File: config.mk
export PLATFORM = sky130hd
export DESIGN_NAME = video_frame_controller_flat
export DESIGN_NICKNAME = d
export VERILOG_FILES = /design/src/rtl/video_frame_controller_pkg.sv /design/src/rtl/video_frame_controller_if.sv /design/src/rtl/video_frame_controller_timing.sv /design/src/rtl/video_frame_controller.sv /design/src/flat_wrapper.sv
export SDC_FILE = /design/constraint.sdc
export NUM_CORES = 1
export LEC_CHECK = 0
export ABC_CLOCK_PERIOD_IN_PS = 8300
export BUFFER_PORTS_ARGS = -buffer_cell sky130_fd_sc_hd__buf_2
export CAP_MARGIN = 5
export CORE_MARGIN = 8
export CORE_UTILIZATION = 59
export DETAILED_ROUTE_END_ITERATION = 10
export MAX_ROUTING_LAYER = met4
export PLACE_DENSITY = 0.95
export SYNTH_ARGS = -nofsm -noshare
export SYNTH_HDL_FRONTEND = slang
export SYNTH_HIERARCHICAL = 1
export SYNTH_SLANG_ARGS = --single-unit
export TNS_END_PERCENT = 1
File: constraint.sdc
create_clock -name clock -period 8.3 [get_ports clock]
set_input_delay 1.66 -clock clock [delete_from_list [all_inputs] [get_ports clock]]
set_output_delay 1.66 -clock clock [all_outputs]
set_load 0.02 [all_outputs]
File: src/rtl/video_frame_controller_pkg.sv
// Shared VGA timing constants and register map for the video frame controller.
// Optional vertical-blank interrupt enabled by defining VIDEO_VBLANK_IRQ_EN.
package video_pkg;

    localparam int H_VISIBLE_C = 640;
    localparam int H_FRONT_C   = 16;
    localparam int H_SYNC_C    = 96;
    localparam int H_BACK_C    = 48;
    localparam int V_VISIBLE_C = 480;
    localparam int V_FRONT_C   = 10;
    localparam int V_SYNC_C    = 2;
    localparam int V_BACK_C    = 33;

    localparam int H_TOTAL_C =
        H_VISIBLE_C + H_FRONT_C + H_SYNC_C + H_BACK_C;
    localparam int V_TOTAL_C =
        V_VISIBLE_C + V_FRONT_C + V_SYNC_C + V_BACK_C;

    localparam int FB_WIDTH  = 320;
    localparam int FB_HEIGHT = 240;

    localparam int REG_ADDR_W = 2;

    localparam logic [1:0] REG_FRAME   = 2'd0;
    localparam logic [1:0] REG_CONTROL = 2'd1;
    localparam logic [1:0] REG_STATUS  = 2'd2;
    localparam logic [1:0] REG_FCOUNT  = 2'd3;

endpackage

File: src/rtl/video_frame_controller_if.sv
// CPU peripheral register bus of the video frame controller.
// master = CPU side, slave = controller side.
interface video_frame_controller_if;
    import video_pkg::*;

    logic                  reg_write_enable;
    logic                  reg_read_enable;
    logic [REG_ADDR_W-1:0] reg_address;
    logic [31:0]           reg_write_data;
    logic [31:0]           reg_read_data;

    modport master (
        output reg_write_enable,
        output reg_read_enable,
        output reg_address,
        output reg_write_data,
        input  reg_read_data
    );

    modport slave (
        input  reg_write_enable,
        input  reg_read_enable,
        input  reg_address,
        input  reg_write_data,
        output reg_read_data
    );

endinterface

File: src/rtl/video_frame_controller_timing.sv
// Pixel divider, h/v counters and one-pixel-delayed sync/active outputs.
// Also exposes next counter values and the vblank-start pulse.
module video_timing_generator
    import video_pkg::*;
#(
    parameter int CLOCK_DIVIDER = 2,
    parameter int H_VISIBLE     = H_VISIBLE_C,
    parameter int H_FRONT       = H_FRONT_C,
    parameter int H_SYNC        = H_SYNC_C,
    parameter int H_BACK        = H_BACK_C,
    parameter int V_VISIBLE     = V_VISIBLE_C,
    parameter int V_FRONT       = V_FRONT_C,
    parameter int V_SYNC        = V_SYNC_C,
    parameter int V_BACK        = V_BACK_C
) (
    input  logic       clock,
    input  logic       reset,
    output logic       o_tick,
    output logic       o_vblank_start,
    output logic [9:0] o_h,
    output logic [9:0] o_v,
    output logic [9:0] o_h_next,
    output logic [9:0] o_v_next,
    output logic       o_hsync,
    output logic       o_vsync,
    output logic       o_active
);
    localparam int H_TOTAL = H_VISIBLE + H_FRONT + H_SYNC + H_BACK;
    localparam int V_TOTAL = V_VISIBLE + V_FRONT + V_SYNC + V_BACK;
    localparam int HS_LO   = H_VISIBLE + H_FRONT;
    localparam int HS_HI   = HS_LO + H_SYNC - 1;
    localparam int VS_LO   = V_VISIBLE + V_FRONT;
    localparam int VS_HI   = VS_LO + V_SYNC - 1;
    localparam int DW      = $clog2(CLOCK_DIVIDER);

    logic [DW-1:0] r_div;
    logic [9:0]    r_h;
    logic [9:0]    r_v;
    logic          r_hsync;
    logic          r_vsync;
    logic          r_active;
    logic          w_tick;
    logic          w_h_last;
    logic          w_v_last;
    logic [9:0]    w_h_next;
    logic [9:0]    w_v_next;

    assign w_tick   = (r_div == DW'(CLOCK_DIVIDER - 1));
    assign w_h_last = (r_h == 10'(H_TOTAL - 1));
    assign w_v_last = (r_v == 10'(V_TOTAL - 1));

    always_comb begin
        w_h_next = r_h + 10'd1;
        w_v_next = r_v;
        if (w_h_last) begin
            w_h_next = '0;
            w_v_next = w_v_last ? '0 : r_v + 10'd1;
        end
    end

    always_ff @(posedge clock) begin
        if (reset) begin
            r_div <= '0;
        end else if (w_tick) begin
            r_div <= '0;
        end else begin
            r_div <= r_div + 1'b1;
        end
    end

    // Sync/active sampled from the pre-advance counts: one pixel late.
    always_ff @(posedge clock) begin
        if (reset) begin
            r_h      <= '0;
            r_v      <= '0;
            r_hsync  <= 1'b1;
            r_vsync  <= 1'b1;
            r_active <= 1'b0;
        end else if (w_tick) begin
            r_h      <= w_h_next;
            r_v      <= w_v_next;
            r_hsync  <= !((r_h >= 10'(HS_LO)) && (r_h <= 10'(HS_HI)));
            r_vsync  <= !((r_v >= 10'(VS_LO)) && (r_v <= 10'(VS_HI)));
            r_active <= (r_h < 10'(H_VISIBLE)) && (r_v < 10'(V_VISIBLE));
        end
    end

    assign o_tick         = w_tick;
    assign o_vblank_start = w_tick && w_h_last &&
                            (r_v == 10'(V_VISIBLE - 1));
    assign o_h            = r_h;
    assign o_v            = r_v;
    assign o_h_next       = w_h_next;
    assign o_v_next       = w_v_next;
    assign o_hsync        = r_hsync;
    assign o_vsync        = r_vsync;
    assign o_active       = r_active;

endmodule

File: src/rtl/video_frame_controller.sv
// Video frame controller: VGA timing, frame-buffer addressing, CPU registers.
// Define VIDEO_VBLANK_IRQ_EN to build the vertical-blank interrupt.
module video_frame_controller
    import video_pkg::*;
#(
    parameter int CLOCK_DIVIDER = 2,
    parameter int H_VISIBLE     = H_VISIBLE_C,
    parameter int H_FRONT       = H_FRONT_C,
    parameter int H_SYNC        = H_SYNC_C,
    parameter int H_BACK        = H_BACK_C,
    parameter int V_VISIBLE     = V_VISIBLE_C,
    parameter int V_FRONT       = V_FRONT_C,
    parameter int V_SYNC        = V_SYNC_C,
    parameter int V_BACK        = V_BACK_C
) (
    input  logic                           clock,
    input  logic                           reset,
    video_frame_controller_if.slave        bus,
    output logic [9:0]                     pixel_x_pos,
    output logic [9:0]                     pixel_y_pos,
    output logic [16:0]                    fb_address,
    output logic                           frame_select_memory,
    output logic                           osd_display,
    output logic                           video_hsync,
    output logic                           video_vsync,
    output logic                           video_active,
    output logic                           vblank_irq
);
    localparam int FB_STRIDE = H_VISIBLE / 2;

    logic        w_tick;
    logic        w_vblank_start;
    logic [9:0]  w_h;
    logic [9:0]  w_v;
    logic [9:0]  w_h_next;
    logic [9:0]  w_v_next;
    logic [16:0] w_fb_next;
    logic        w_wr_frame;
    logic        w_wr_ctrl;
    logic        w_wr_status;
    logic        w_in_vblank;
    logic        w_irq_en;
    logic        w_irq_flag;
    logic [31:0] w_rdata;
    logic        w_unused;

    logic [16:0] r_fb;
    logic        r_active_frame;
    logic        r_req_frame;
    logic        r_pending;
    logic        r_osd;
    logic [31:0] r_fcount;

    video_timing_generator #(
        .CLOCK_DIVIDER (CLOCK_DIVIDER),
        .H_VISIBLE     (H_VISIBLE),
        .H_FRONT       (H_FRONT),
        .H_SYNC        (H_SYNC),
        .H_BACK        (H_BACK),
        .V_VISIBLE     (V_VISIBLE),
        .V_FRONT       (V_FRONT),
        .V_SYNC        (V_SYNC),
        .V_BACK        (V_BACK)
    ) u_timing (
        .clock          (clock),
        .reset          (reset),
        .o_tick         (w_tick),
        .o_vblank_start (w_vblank_start),
        .o_h            (w_h),
        .o_v            (w_v),
        .o_h_next       (w_h_next),
        .o_v_next       (w_v_next),
        .o_hsync        (video_hsync),
        .o_vsync        (video_vsync),
        .o_active       (video_active)
    );

    assign w_wr_frame  = bus.reg_write_enable && (bus.reg_address == REG_FRAME);
    assign w_wr_ctrl   = bus.reg_write_enable && (bus.reg_address == REG_CONTROL);
    assign w_wr_status = bus.reg_write_enable && (bus.reg_address == REG_STATUS);
    assign w_in_vblank = (w_v >= 10'(V_VISIBLE));

    // Address tracks the counters so it names the pixel on pixel_x/y_pos.
    always_comb begin
        w_fb_next = '0;
        if ((w_h_next < 10'(H_VISIBLE)) && (w_v_next < 10'(V_VISIBLE))) begin
            w_fb_next = 17'(w_v_next >> 1) * 17'(FB_STRIDE)
                      + 17'(w_h_next >> 1);
        end
    end

    always_ff @(posedge clock) begin
        if (reset) begin
            r_fb <= '0;
        end else if (w_tick) begin
            r_fb <= w_fb_next;
        end
    end

    // A FRAME write colliding with vblank start stays pending for next frame.
    always_ff @(posedge clock) begin
        if (reset) begin
            r_active_frame <= 1'b0;
            r_req_frame    <= 1'b0;
            r_pending      <= 1'b0;
            r_osd          <= 1'b0;
            r_fcount       <= '0;
        end else begin
            if (w_vblank_start) begin
                r_active_frame <= r_req_frame;
                r_pending      <= 1'b0;
                r_fcount       <= r_fcount + 32'd1;
            end
            if (w_wr_frame) begin
                r_req_frame <= bus.reg_write_data[0];
                r_pending   <= 1'b1;
            end
            if (w_wr_ctrl) begin
                r_osd <= bus.reg_write_data[0];
            end
        end
    end

`ifdef VIDEO_VBLANK_IRQ_EN
    logic r_irq_en;
    logic r_irq_flag;

    always_ff @(posedge clock) begin
        if (reset) begin
            r_irq_en   <= 1'b0;
            r_irq_flag <= 1'b0;
        end else begin
            if (w_wr_ctrl) begin
                r_irq_en <= bus.reg_write_data[1];
            end
            if (w_vblank_start) begin
                r_irq_flag <= 1'b1;
            end else if (w_wr_status && bus.reg_write_data[2]) begin
                r_irq_flag <= 1'b0;
            end
        end
    end

    assign w_irq_en   = r_irq_en;
    assign w_irq_flag = r_irq_flag;
`else
    assign w_irq_en   = 1'b0;
    assign w_irq_flag = 1'b0;
`endif

    always_comb begin
        w_rdata = '0;
        unique case (bus.reg_address)
            REG_FRAME:   w_rdata = {30'b0, r_active_frame, r_req_frame};
            REG_CONTROL: w_rdata = {30'b0, w_irq_en, r_osd};
            REG_STATUS:  w_rdata = {29'b0, w_irq_flag, r_pending, w_in_vblank};
            REG_FCOUNT:  w_rdata = r_fcount;
            default:     w_rdata = '0;
        endcase
    end

    assign w_unused = ^{bus.reg_read_enable, bus.reg_write_data};

    assign bus.reg_read_data   = w_rdata;
    assign pixel_x_pos         = w_h;
    assign pixel_y_pos         = w_v;
    assign fb_address          = r_fb;
    assign frame_select_memory = r_active_frame;
    assign osd_display         = r_osd;
    assign vblank_irq          = w_irq_en & w_irq_flag;

endmodule

File: src/flat_wrapper.sv
// flat-port wrapper written by rule: the top's interface ports become plain ports
module video_frame_controller_flat import video_pkg::*;
#(
    parameter int CLOCK_DIVIDER = 2,
    parameter int H_VISIBLE     = H_VISIBLE_C,
    parameter int H_FRONT       = H_FRONT_C,
    parameter int H_SYNC        = H_SYNC_C,
    parameter int H_BACK        = H_BACK_C,
    parameter int V_VISIBLE     = V_VISIBLE_C,
    parameter int V_FRONT       = V_FRONT_C,
    parameter int V_SYNC        = V_SYNC_C,
    parameter int V_BACK        = V_BACK_C
)
  (clock, reset, pixel_x_pos, pixel_y_pos, fb_address, frame_select_memory, osd_display, video_hsync, video_vsync, video_active, vblank_irq, bus_reg_write_enable, bus_reg_read_enable, bus_reg_address, bus_reg_write_data, bus_reg_read_data);
  video_frame_controller_if bus_i ();
  input  logic clock;
  input  logic reset;
  output logic [9:0] pixel_x_pos;
  output logic [9:0] pixel_y_pos;
  output logic [16:0] fb_address;
  output logic frame_select_memory;
  output logic osd_display;
  output logic video_hsync;
  output logic video_vsync;
  output logic video_active;
  output logic vblank_irq;
  input wire logic [$bits(bus_i.reg_write_enable)-1:0] bus_reg_write_enable;
  input wire logic [$bits(bus_i.reg_read_enable)-1:0] bus_reg_read_enable;
  input wire logic [$bits(bus_i.reg_address)-1:0] bus_reg_address;
  input wire logic [$bits(bus_i.reg_write_data)-1:0] bus_reg_write_data;
  output wire logic [$bits(bus_i.reg_read_data)-1:0] bus_reg_read_data;
  assign bus_i.reg_write_enable = bus_reg_write_enable;
  assign bus_i.reg_read_enable = bus_reg_read_enable;
  assign bus_i.reg_address = bus_reg_address;
  assign bus_i.reg_write_data = bus_reg_write_data;
  assign bus_reg_read_data = bus_i.reg_read_data;
  video_frame_controller #(.CLOCK_DIVIDER(CLOCK_DIVIDER), .H_VISIBLE(H_VISIBLE), .H_FRONT(H_FRONT), .H_SYNC(H_SYNC), .H_BACK(H_BACK), .V_VISIBLE(V_VISIBLE), .V_FRONT(V_FRONT), .V_SYNC(V_SYNC), .V_BACK(V_BACK)) u_core (.clock(clock), .reset(reset), .bus(bus_i), .pixel_x_pos(pixel_x_pos), .pixel_y_pos(pixel_y_pos), .fb_address(fb_address), .frame_select_memory(frame_select_memory), .osd_display(osd_display), .video_hsync(video_hsync), .video_vsync(video_vsync), .video_active(video_active), .vblank_irq(vblank_irq));
endmodule
==> run metrics, run 1 <==
outcome=finished, final reports clean; Iteration-0 DRC Markers=359; Mapped Cells=569; FMAX=0.219 GHz; sequential share of power=0.544; Avg Vias per Cell=6.03; Crit Path Class=register to register; DRC violations left=0; Min Hold Slack=0.484 ns; terminus of the critical flop-to-flop path=u_core/fb_address[15]; final-stage net count=689; largest net degree at the start of global routing=83; setup tns final=0 ns; CTS tree=yes; mapped cell area=0.00473 sq mm; placed wire-length estimate=8.33 mm; # clock sinks=77; Overall Global Routing Usage=0.216; Total Wirelength=12.0 mm; vias in the first global route=4352; met2 usage=0.367; Sw Ratio=0.260; Finished Layout Cells=733; first-pass GRT wire length=20.1 mm; Die W=106 um; Worst Path Max Fanout=12; Skew-Pair Late Insertion Delay=0.35 ns; R2R Path Start=u_core/u_timing/o_h[0]; GR Util met1=0.245; switching power=180 uW; antenna violations before repair=0; CP max-delay cell=nor4b_1; Post-CTS Setup Bufs=0; final worst path period share=0.550; GRT overflow=0; routed via count=4419; Final Max Tran Viols=0; layout cell share with drive strength beyond 1=0.190; Hold EP=u_core/r_req_frame; GRT met3 Usage=0.0414; total core area=0.00773 sq mm; DIE AREA=0.0111 sq mm; first-pass iteration count of the detailed router=7; total I/O pin count=113; diode count=0; hold path cells=2; post-CTS sizing=0; combinational power share=0.059; Pleak=2.36 nW; post-route ant nets=0; RSZ-0062 raised after global routing=false; count of final setup violators=0; Die Y=106 um; PortBufs=79; WP data arrival=4.81 ns; gpl congestion=0.910; CP Cell Sequence=ha_1 > and4_1 > nand3_1 > o21ai_0 > o21ai_0 > ha_1 > ha_1 > fa_1 > xor2_1 > nand2_1 > nor4b_1 > nand3_1 > xnor2_1 > a22o_1; Initial Util=0.612; Max-cap violations=0; most numerous cell on the critical path=ha_1; GRT Max-Usage Layer=met2; clock buffer depth=2; power density cells=132 mW/mm^2; Syn Nets=632; drt wl/cell=16.4 um; clock root cell=clkbuf_8; Hold Path Class=register to register; Placed Cells=717; CTS Buf Count=9; Pint=513 uW; Synth Area per Inst=8.31 sq um; Worst Hold Launch=u_core/r_req_frame; r2r setup slk=3.74 ns; # rows=32; post-layout min period=4.56 ns; final clock skew=0.0137 ns; Hold Fails Final Rpt=0; clk slew on worst S/H paths=0.08 ns; crit path capture type=register; Tightest Pin Transition=0.830 ns; # hold bufs at CTS=0; worst vdd ir=0.109 mV; Req. time, crit path=8.55 ns; slowest stage delay, CP=0.50 ns; relative slew slack=0.447; H-Tree Depth=3; utilization after layout=0.681; Area Growth Syn to Fin=11.3%; Synth warnings=6; Clk pwr share=0.397; Worst Reg-to-Reg Cells=14; startpoint types=register
[placed cells by master (no fill, tap or decap), drive strengths merged, types with 6 or more instances in the layout]
cell	n
and3	36
o21ai	17
xnor2	20
clkbuf	11
a21oi	35
ha	23
o32ai	7
dfxtp	77
buf	81
nand2b	6
nand2	40
nor3	9
or3	11
nor2b	16
inv	18
nor2	83
nand4	19
nand3	25
xor2	31
[sequential cells by signal, indices dropped and copies added (netlist names)]
register,flops
u_core/u_timing/o_hsync,1
u_core/r_pending,1
u_core/r_fcount,32
u_core/osd_display,1
u_core/u_timing/o_h,10
u_core/u_timing/o_tick,1
u_core/u_timing/o_active,1
u_core/frame_select_memory,1
u_core/u_timing/o_vsync,1
u_core/u_timing/o_v,10
u_core/fb_address,17
u_core/r_req_frame,1
[power by group through the flow]
stage | Sequential [mW] | Combinational, mW | Clock, mW
after floorplan | 0.388 | 0.0279 | 0
final | 0.377 | 0.0406 | 0.275
after global placement | 0.385 | 0.0388 | 0
after detailed placement | 0.386 | 0.0399 | 0
after CTS | 0.377 | 0.0404 | 0.279
after global routing | 0.378 | 0.0449 | 0.296
[through the flow]
stage	setup slack (ns)	cell area [sq um]	power [mW]
final	3.74	5260	0.693
after floorplan	4.30	4730	0.416
after detailed placement	3.85	5070	0.426
after CTS	3.82	5260	0.696
after global placement	3.89	5070	0.424
after global routing	3.46	5260	0.719
[how the worst max path moves through the flow]
stage,start,to,slack [ns]
floorplan,u_core/u_timing/o_h[0],u_core/fb_address[15],4.30
global placement,bus_reg_address[1],bus_reg_read_data[0],3.89
detailed placement,bus_reg_address[0],bus_reg_read_data[1],3.85
CTS,u_core/u_timing/o_h[0],u_core/fb_address[15],3.82
global route,u_core/u_timing/o_v[1],u_core/fb_address[15],3.46
finish,u_core/u_timing/o_h[0],u_core/fb_address[15],3.74
[worst max-delay path, delay by kind of cell, from the launching register on]
kind	cells	cell delay (ns)
AOI/OAI and AO/OA	3	0.75
xor gates and xnor gates	2	0.39
adders and majority gates	4	1.33
DFF	1	0.44
and+or+nand+nor	5	1.52
[final cells by class]
class,instances,area (sq um)
clock buffer,11,151
clock inverter,5,41.3
fill,610,2470
inverter,15,56.3
multi-input combinational,442,2930
sequential,77,1540
tap,102,128
timing repair buffer,81,410
[routing by layer]
layer,share of wire,vias up
li1,-,2114
met1,0.41,2093
met2,0.50,172
met3,0.063,40
met4,0.023,0
met5,0,-
Note: power is estimated with default switching activity, not from simulation.
==> run 2, diff against run 1 <==
--- a/config.mk
+++ b/config.mk
@@ -5,14 +5,15 @@
 export SDC_FILE = /design/constraint.sdc
 export NUM_CORES = 1
 export LEC_CHECK = 0
-export ABC_CLOCK_PERIOD_IN_PS = 8300
+export ABC_AREA = 1
+export ABC_CLOCK_PERIOD_IN_PS = 3900
 export BUFFER_PORTS_ARGS = -buffer_cell sky130_fd_sc_hd__buf_2
 export CAP_MARGIN = 5
 export CORE_MARGIN = 8
-export CORE_UTILIZATION = 59
+export CORE_UTILIZATION = 49
 export DETAILED_ROUTE_END_ITERATION = 10
 export MAX_ROUTING_LAYER = met4
-export PLACE_DENSITY = 0.95
+export PLACE_DENSITY = 0.86
 export SYNTH_ARGS = -nofsm -noshare
 export SYNTH_HDL_FRONTEND = slang
 export SYNTH_HIERARCHICAL = 1
==> constraint.sdc (replaced) <==
create_clock -name clock -period 3.9 [get_ports clock]
set_input_delay 0.78 -clock clock [delete_from_list [all_inputs] [get_ports clock]]
set_output_delay 0.78 -clock clock [all_outputs]
set_load 0.02 [all_outputs]
==> run metrics, run 2 <==
Syn Nets=809 (+28%); Mapped Cells=746 (+31%); antenna violations before repair=0 (unchanged); Final Max Tran Viols=0 (unchanged); crit path buf inv count=1 (+1); design area=0.00560 sq mm (+6.4%); final-stage net count=885 (+28%); diode count=0 (unchanged); final worst path period share=0.909 (+0.359); total core area=0.00973 sq mm (+26%); max layer used=met4; Finished Layout Cells=960 (+31%); wl on met1=6.01 mm (+22%); # hold bufs at CTS=0 (unchanged); Crit path max-delay family=simple AND/OR/NAND/NOR gates; DIE AREA=0.0134 sq mm (+20%); placed wire-length estimate=9.51 mm (+14%); Top reg by flops=u_core/r_fcount; worst vdd ir=0.174 mV (+59%); met2 WL=5.70 mm (-5.6%); Die Y=116 um (+9.7%); routed via count=4965 (+12%); Req. time, crit path=4.19 ns (-4.36 ns); Synth warnings=6 (unchanged); count of final setup violators=0 (unchanged); post-route ant nets=0 (unchanged); PortBufs=79 (unchanged); WP data arrival=3.83 ns (-0.98 ns); CTS tree=yes; Post-CTS Setup Bufs=0 (unchanged); clk slew on worst S/H paths=0.09 ns (about the same); CP max-delay cell=fa_1; startpoint types=register; Hold Fails Final Rpt=0 (unchanged); gpl congestion=0.947 (+4.0%); Overall Global Routing Usage=0.199 (-0.0173); setup tns final=0 ns (unchanged); FMAX=0.282 GHz (+29%); commonest non-fill, non-tap cells in the layout=nand2_1, nor2_1, inv_1; # clock sinks=77 (unchanged); power density cells=271 mW/mm^2 (+110%); post-CTS sizing=0 (unchanged); DRC violations left=0 (unchanged); Hold Path Class=register to register; final clock skew=0.0177 ns (+0.00404 ns); outcome=finished, final reports clean; drt wl/cell=13.2 um (-19%); Pleak=2.59 nW (+9.8%); # rows=36 (+13%); Tightest Pin Transition=1.12 ns (+0.287 ns); Placed Cells=944 (+32%); Avg Vias per Cell=5.17 (-14%); crit path capture type=register; total I/O pin count=113 (unchanged); post-route setup slack=0.354 ns (-3.38 ns); Iteration-0 DRC Markers=346 (-3.6%); area occupied by multi-input gates=0.00287 sq mm (-2.3%); post-layout min period=3.55 ns (-1.02 ns); Setup WS pre-CTS=0.413 ns (-3.43 ns); Crit Path Class=register to register; first-pass iteration count of the detailed router=6 (-1); layout cell share with drive strength beyond 1=0.169 (-0.0209); Worst Path Max Fanout=7 (-5); fill count=977 (+60%); CTS Buf Count=9 (unchanged); dpl cell area=0.00539 sq mm (+6.4%); RSZ-0062 raised after global routing=false; Met3 Routed Length=863 um (+14%); max reg flops=32 (unchanged); Die W=116 um (+9.7%); Total Wirelength=12.7 mm (+5.5%); H-Tree Depth=3 (unchanged); clock root cell=clkbuf_8; Synth Area per Inst=6.54 sq um (-21%); most numerous cell on the critical path=nand2_1; largest net degree at the start of global routing=28 (-66%); Area Growth Syn to Fin=14.7%; overall power=1.52 mW (+120%); Skew-Pair Late Insertion Delay=0.37 ns (+0.02 ns); GRT overflow=0 (unchanged); CP Cell Sequence=ha_1 > nand2_2 > nor2_4 > nand2_2 > nor2_4 > nand2_1 > and3_1 > ha_1 > ha_1 > fa_1 > nand2_1 > inv_1 > nand4_1 > nand2_1 > nand3_1 > nor2_1 > nand2_1 > nand2_1 > nand3_1 > a21oi_1; commonest non-fill, non-tap cell in the layout=nand2_1; vias in the first global route=4600 (+5.7%); Initial Util=0.501 (-0.110); mapped cell area=0.00488 sq mm (+3.2%); Max-cap violations=0 (unchanged); register area=0.00154 sq mm (unchanged); clock buffer depth=2 (unchanged); slowest stage delay, CP=0.53 ns (+0.03 ns); first-pass GRT wire length=21.2 mm (+5.6%); relative slew slack=0.253 (-0.194)
## run 2: changes by cell type in the layout (fill, tap and decap cells not counted), moves of 8 or more
cell / change
or3_1: -8
o21ai_0: +8
o21ai_1: +8
nor3_1: +9
nor2_1: +18
and3_1: -30
nand2_1: +148
inv_2: +9
inv_1: +78
nand3_1: +27
nor2b_1: -16
xor2_1: -19
xnor2_1: -20
a21oi_1: +12
## run 2: worst paths after layout
check / startpoint / end / slack, ns / depth (start not counted)
min: u_core/u_timing/o_active / u_core/u_timing/o_active / 0.46 / 2
max: u_core/u_timing/o_h[0] / u_core/fb_address[15] / 0.35 / 20
max reg2reg: u_core/u_timing/o_h[0] / u_core/fb_address[15] / 0.35 / 20
min reg2reg: u_core/u_timing/o_active / u_core/u_timing/o_active / 0.46 / 2
## run 2: stage by stage
stage          hold slack, ns  utilization
2_1_floorplan           0.444            -
3_3_place_gp            0.439        0.554
3_5_place_dp            0.444        0.554
4_1_cts                 0.467        0.575
5_1_grt                 0.495        0.575
6_report                0.461        0.575
## run 2: area by class of cell
class | instances | area share
Clock buffer | 9 | 0.0221
Clock inverter | 7 | 0.0143
Inverter | 103 | 0.0691
Multi-Input combinational cell | 547 | 0.512
Sequential cell | 77 | 0.275
Tap cell | 133 | 0.0297
Timing Repair Buffer | 84 | 0.0773
## run 2: power by group
part,internal (mW),switching [mW],total (mW)
Combinational,0.0169,0.0545,0.0714
Clock,0.305,0.347,0.652
Sequential,0.791,0.00477,0.796
Total,1.11,0.406,1.52
## run 2: layer usage
layer / GRT usage / vias up
li1: - / 2553
met1: 0.256 / 2243
met2: 0.310 / 162
met3: 0.0401 / 7
met4: 0.0553 / 0
met5: - / -
## run 2: worst min-delay path, stage by stage (launching register included)
cell and delay (ns):
dfxtp_1 0.33, nand2_1 0.05, o21ai_0 0.05
